### src/rtl/fp_recip_iter.sv
// fp_recip_iter: sequential IEEE-754 single-precision reciprocal.
// Newton-Raphson on the mantissa D in [0.5,1): seed N0 = 48/17 - 32/17*D,
// then N <- N*(2 - D*N). One shared Q2.FRAC_W multiplier and one subtractor
// are reused across the SEED / MUL_A / MUL_B states.
// Optional build macro: FP_RECIP_ROUND_NEAREST_EN (round-to-nearest-even on
// the packed mantissa; default build truncates).
//
// Handshake: a transfer happens on a rising edge where valid && ready are
// both high. in_ready is high only in IDLE and out_valid only in DONE, and
// both are decoded from the state register alone, so neither depends
// combinationally on the opposite side's valid/ready. Once out_valid rises,
// out_data holds until it is taken.
module fp_recip_iter #(
  parameter int ITERS  = 3,
  parameter int FRAC_W = 30
) (
  input  logic        clk,
  input  logic        rst_n,
  input  logic        in_valid,
  output logic        in_ready,
  input  logic [31:0] in_data,
  output logic        out_valid,
  input  logic        out_ready,
  output logic [31:0] out_data,
  output logic        busy
);

  localparam int W = FRAC_W + 2;

  // Constants quantised to Q2.FRAC_W with truncation.
  localparam logic [63:0] C48_64 = (64'd48 << FRAC_W) / 64'd17;
  localparam logic [63:0] C32_64 = (64'd32 << FRAC_W) / 64'd17;
  localparam logic [W-1:0] C48_17 = C48_64[W-1:0];
  localparam logic [W-1:0] C32_17 = C32_64[W-1:0];
  localparam logic [W-1:0] TWO    = {2'b10, {FRAC_W{1'b0}}};
  localparam logic [2:0]   CNT_LAST = 3'(ITERS - 1);

  typedef enum logic [2:0] {
    IDLE  = 3'd0,
    SEED  = 3'd1,
    MUL_A = 3'd2,
    MUL_B = 3'd3,
    DONE  = 3'd4
  } state_t;

  state_t state, state_nxt;

  logic [W-1:0]   d_q, n_q, t_q;
  logic [2:0]     cnt_q;
  logic           sign_q;
  logic [7:0]     exp_q;
  logic           m_zero_q;

  logic [7:0]     in_exp;
  logic [22:0]    in_man;
  logic           in_special;
  logic [31:0]    special_val;
  logic [W-1:0]   d_in;

  logic [W-1:0]   mul_a, mul_b, sub_min;
  logic [2*W-1:0] prod;
  logic [W-1:0]   prod_t;
  logic [W-1:0]   diff;
  logic           last_iter;
  logic [31:0]    pack_val;

  // Bits of the full product that truncation discards.
  logic           unused_prod;

  assign in_ready  = (state == IDLE);
  assign out_valid = (state == DONE);
  assign busy      = (state != IDLE) && (state != DONE);
  assign last_iter = (cnt_q == CNT_LAST);

  // Operand decode and special-value classification at the input.
  always_comb begin
    in_exp      = in_data[30:23];
    in_man      = in_data[22:0];
    in_special  = (in_exp == 8'hFF) || (in_exp == 8'h00);
    d_in        = {{(W-24){1'b0}}, 1'b1, in_man} << (FRAC_W - 24);
    special_val = {in_data[31], 8'hFF, 23'h0};
    if (in_exp == 8'hFF) begin
      if (in_man != 23'h0) special_val = 32'h7FC00000;
      else                 special_val = {in_data[31], 31'h0};
    end
  end

  // Shared multiplier/subtractor operand steering per state.
  always_comb begin
    mul_a   = n_q;
    mul_b   = t_q;
    sub_min = TWO;
    case (state)
      SEED: begin
        mul_a   = C32_17;
        mul_b   = d_q;
        sub_min = C48_17;
      end
      MUL_A: begin
        mul_a = d_q;
        mul_b = n_q;
      end
      default: ;
    endcase
  end

  assign prod        = {{W{1'b0}}, mul_a} * {{W{1'b0}}, mul_b};
  assign prod_t      = prod[FRAC_W +: W];
  assign diff        = sub_min - prod_t;
  assign unused_prod = ^{prod[2*W-1:FRAC_W+W], prod[FRAC_W-1:0]};

  // Pack the final N (the product written on the last MUL_B) into IEEE form.
  always_comb begin
    logic signed [9:0] exp_raw;
    logic signed [9:0] exp_fin;
    logic [22:0]       mant;
`ifdef FP_RECIP_ROUND_NEAREST_EN
    logic [FRAC_W:0]   frac_ext;
    logic              guard;
    logic              sticky;
    logic              round_up;
    logic [23:0]       mant_sum;
`endif
    exp_raw  = (m_zero_q ? 10'sd254 : 10'sd253) - $signed({2'b00, exp_q});
    mant     = m_zero_q ? 23'h0 : prod_t[FRAC_W-1 -: 23];
    exp_fin  = exp_raw;
`ifdef FP_RECIP_ROUND_NEAREST_EN
    frac_ext = {prod_t[FRAC_W-1:0], 1'b0};
    guard    = frac_ext[FRAC_W-23];
    sticky   = |frac_ext[FRAC_W-24:0];
    round_up = !m_zero_q && guard && (sticky || mant[0]);
    mant_sum = {1'b0, mant} + {23'h0, round_up};
    mant     = mant_sum[22:0];
    exp_fin  = exp_raw + $signed({9'd0, mant_sum[23]});
`endif
    if (exp_fin <= 10'sd0) begin
      pack_val = {sign_q, 31'h0};
    end else if (exp_fin >= 10'sd255) begin
      pack_val = {sign_q, 8'hFF, 23'h0};
    end else begin
      pack_val = {sign_q, exp_fin[7:0], mant};
    end
  end

  // State register.
  always_ff @(posedge clk or negedge rst_n) begin
    if (!rst_n) state <= IDLE;
    else        state <= state_nxt;
  end

  // Next-state: specials jump straight to DONE, normals iterate.
  always_comb begin
    state_nxt = state;
    case (state)
      IDLE:    if (in_valid) state_nxt = in_special ? DONE : SEED;
      SEED:    state_nxt = MUL_A;
      MUL_A:   state_nxt = MUL_B;
      MUL_B:   state_nxt = last_iter ? DONE : MUL_A;
      DONE:    if (out_ready) state_nxt = IDLE;
      default: state_nxt = IDLE;
    endcase
  end

  // Datapath registers: operand capture, iteration state, result register.
  always_ff @(posedge clk or negedge rst_n) begin
    if (!rst_n) begin
      d_q      <= '0;
      n_q      <= '0;
      t_q      <= '0;
      cnt_q    <= '0;
      sign_q   <= 1'b0;
      exp_q    <= '0;
      m_zero_q <= 1'b0;
      out_data <= '0;
    end else begin
      case (state)
        IDLE: begin
          if (in_valid) begin
            sign_q   <= in_data[31];
            exp_q    <= in_exp;
            m_zero_q <= (in_man == 23'h0);
            d_q      <= d_in;
            cnt_q    <= '0;
            if (in_special) out_data <= special_val;
          end
        end
        SEED:  n_q <= diff;
        MUL_A: t_q <= diff;
        MUL_B: begin
          n_q   <= prod_t;
          cnt_q <= cnt_q + 3'd1;
          if (last_iter) out_data <= pack_val;
        end
        default: ;
      endcase
    end
  end

endmodule

### config.mk
export PLATFORM = sky130hd
export DESIGN_NAME = fp_recip_iter
export DESIGN_NICKNAME = d
export VERILOG_FILES = /design/src/rtl/fp_recip_iter.sv
export SDC_FILE = /design/constraint.sdc
export NUM_CORES = 2
export LEC_CHECK = 0
export CAP_MARGIN = 5
export CORE_MARGIN = 3
export CORE_UTILIZATION = 25
export DETAILED_ROUTE_END_ITERATION = 10
export GPL_ROUTABILITY_DRIVEN = 0
export HOLD_SLACK_MARGIN = 0.03
export PLACE_DENSITY = 0.44
export SLEW_MARGIN = 40
export SYNTH_ARGS = -nofsm -noshare
export SYNTH_HDL_FRONTEND = slang
export SYNTH_SLANG_ARGS = --single-unit
export TNS_END_PERCENT = 1
### constraint.sdc
create_clock -name clk -period 11.6 [get_ports clk]
set_input_delay 2.32 -clock clk [delete_from_list [all_inputs] [get_ports clk]]
set_output_delay 2.32 -clock clk [all_outputs]
set_load 0.02 [all_outputs]
==> summary.md <==
| Metric | Value |
|---|---|
| Buffers added on ports | `70` |
| Fin. Hold Viols | `0` |
| Fin crit share | `97.5%` |
| CTS root buf | `clkbuf_16` |
| Worst EP required | `11.96 ns` |
| Final cell count without fillers | `6894` |
| Most used cell, CP | `fa_1` |
| Wire length of the first global-routing pass | `243000 um` |
| Slew Limit Headroom | `40.0%` |
| Register area share after synthesis | `8.47%` |
| Hold_buf cts | `0` |
| Max-Cap Viols | `0` |
| CTS buffer count | `17` |
| Setup Crit Path Kind | `flop to flop` |
| Peak Freq | `88.4 MHz` |
| Critical R2R Launch | `state[1]` |
| Post-Synthesis Cell Area | `between 40000 and 50000 um2` |
| Die width | `407 um` |
| CORE AREA | `159000 um2` |
| Slowest-stage cell, CP | `fa_1` |
| Post-route DRC | `0` |
| WP buf/inv | `9` |
| Number of DRC markers in iteration 0 | `roughly 2400` |
| Number of unique standard cell types used by synthesis | `100` |
| Dpl cells | `about 6900` |
| Total gr overflow | `0` |
| Minimum clock period | `11.31 ns` |
| Worst slew pin tran | `0.900 ns` |
| HPWL Detailed | `136000 um` |
| Drt wl/cell | `between 20 and 25 um` |
| Hold crit path type | `flop to flop` |
| DRT Pass-1 Iters | `5` |
| Ys async rst share | `100%` |
| I/O pin count | `71` |
| Final wirelength | `164000 um` |
| Largest net degree at the start of global routing | `83` |
| Vias | `33200` |
| EDFF count, synth | `0` |
| Antenna violations before repair | `4` |
| Final ANT Viol Nets | `0` |
| Avg Cell Area, Syn | `slightly below 9 um2` |
| CTS H-tree depth | `4` |
| Delay-heaviest family, CP | `adder cells` |
| Post-synth net total | `just under 6000` |
| Die ar. | `166000 um2` |
| Clock transition at path regs | `roughly 0.07 ns` |
| Yosys Warn Count | `0` |
| Max FO, Critical Path | `27` |
| Clock buffer depth | `2` |
| Sink Count | `136` |
| Vias in the first global route | `35100` |
| Worst hold slack | `0.477 ns` |
| Slowest Stage Delay on Critical Path | `0.59 ns` |
| Worst setup EP type | `flop` |
| Critical Path Source | `state[1]` |
| Clock latency on the worst-skew pair | `0.45 ns` |
| Final slew viol count | `0` |
| Predominant post-synthesis flop cell | `dfrtp_1` |
| GRT Util Overall | `between 20 and 25%` |
| Skew final | `0.0166 ns` |
| Starting Density | `25.3%` |
| CTS tree | `yes` |
| Crit path launch type | `flop` |
| #FFs+latches synth | `136` |
| Crit path DAT | `~12 ns` |
| RSZ-0062 raised after global routing | `true` |
| Hold path start | `out_data[4]` |
| Row Count | `146` |
| Result of the run | `finished, final reports clean` |
| Final setup violation count | `0` |
| Layout cells sized above 1 | `9.14%` |
| Vert. Die Dim | `407 um` |
| Synth Instances | `4607` |
| Nets | `5923` |
| Vias/cell | `4.81` |
| Syn-to-layout area delta | `14.4%` |
cells in the mapped netlist (all sizes together) (5+ instances only):
library cell / instances / area share, %
a211oi: 22 / 0.44
a2111oi: 5 / 0.12
o21ai: 125 / 1.6
xnor2: 59 / 1.3
a31o: 5 / 0.11
xor2: 21 / 0.52
a22oi: 27 / 0.52
mux2i: 9 / 0.22
or2: 6 / 0.10
o211a: 7 / 0.17
buf: 21 / 0.26
nor2b: 9 / 0.14
nand3: 39 / 0.49
a21oi: 104 / 1.3
nand4b: 8 / 0.19
a221oi: 24 / 0.52
a22o: 28 / 0.61
o22a: 13 / 0.28
o21a: 11 / 0.21
and3: 54 / 0.85
or3: 7 / 0.11
clkbuf: 216 / 2.0
ha: 258 / 8.0
o211ai: 13 / 0.30
mux2: 35 / 0.99
and4: 8 / 0.18
o22ai: 16 / 0.25
nor3: 28 / 0.35
nor2: 542 / 5.1
a211o: 5 / 0.11
inv: 917 / 8.6
and2: 32 / 0.50
dfrtp: 136 / 8.5
o31ai: 8 / 0.20
nand4: 26 / 0.40
nand2b: 10 / 0.16
a31oi: 14 / 0.27
a21o: 31 / 0.58
nand2: 720 / 6.7
fa: 895 / 45
nor4: 20 / 0.36
o21bai: 5 / 0.093
a221o: 20 / 0.50
layout by cell type, fill, tap and decap left out, drive strengths merged, types with 31 or more instances in the layout:
master,n
nand3,39
o21ai,125
mux2,35
xnor2,59
a21oi,104
and2,32
nor2,542
inv,917
clkdlybuf4s50,69
nand2,720
ha,258
and3,54
buf,274
a21o,31
fa,895
dfrtp,136
worst register-to-register path: cells and delay by family, from the launching register on:
kind / cells / cell delay [ns]
flip-flops: 1 / 0.46
adder cells (fa/ha/maj): 10 / 4.78
buffers and inverters: 9 / 0.96
XOR/XNOR: 1 / 0.26
AND/OR/NAND/NOR: 4 / 0.91
multiplexers: 1 / 0.32
AO/OA/AOI/OAI: 14 / 3.54
per-layer routing:
metal	track usage (%)	vias up	share of wire (%)
li1	-	14400	-
met1	27.0	17400	43
met2	32.5	1091	46
met3	2.43	249	5.7
met4	8.50	0	5.2
met5	0	-	0
repair_timing:
item | 4_1_cts | 5_1_grt
gates resized for setup | 0 | 27
setup buffers | 0 | 4
setup endpoints to repair | 0 | 31
cells by family after synthesis:
| logic type | after synthesis | synth area share, % |
|---|---|---|
| AND/OR/NAND/NOR | 1525 | 16.0 |
| adder cells (fa/ha/maj) | 1155 | 52.7 |
| AO/OA/AOI/OAI | 513 | 9.00 |
| multiplexers | 44 | 1.21 |
| flip-flops | 136 | 8.47 |
| buffers and inverters | 1154 | 10.8 |
| XOR/XNOR | 80 | 1.83 |
sequential cells by signal, indices dropped and copies added, names as in the netlist:
name      cells
n_q          32
out_data     32
t_q          32
d_q          24
exp_q         8
cnt_q         3
state         3
m_zero_q      1
sign_q        1
per-stage QoR:
stage                     area [um2]  TNS (ns)  setup WS (ns)  utilization, %
after floorplan                40200         0          0.575               -
after global placement         45100         0          0.134            28.4
after detailed placement       45100         0          0.158            28.4
after CTS                      45800         0         0.0979            28.8
after global routing           46000   -0.0457        -0.0234            28.9
final                          46000         0          0.293            28.9
cell type report:
type | instances | area [um2]
flip-flops and latches | 136 | 3400
diodes | 2 | 5.00
inverters | 917 | 3440
well taps | 2146 | 2690
multi-input cells | 3318 | 32700
fillers | 17200 | 113000
repair buffers | 344 | 3070
clock inverters | 11 | 194
clock buffers | 20 | 467
worst paths after layout:
kind                                     end  slack, ns  cells past startpoint
worst min-delay path             out_data[4]       0.48                      2
worst max-delay path                 t_q[29]       0.29                     39
worst min register to register   out_data[4]       0.48                      2
min in group asynchronous       out_data[27]       1.92                      1
max in group asynchronous           state[0]       8.54                      2
worst max register to register       t_q[29]       0.29                     39
Power is left out: the tool's default activity adds up to more than one toggle a clock period on the data nets, which glitch-free logic cannot reach.
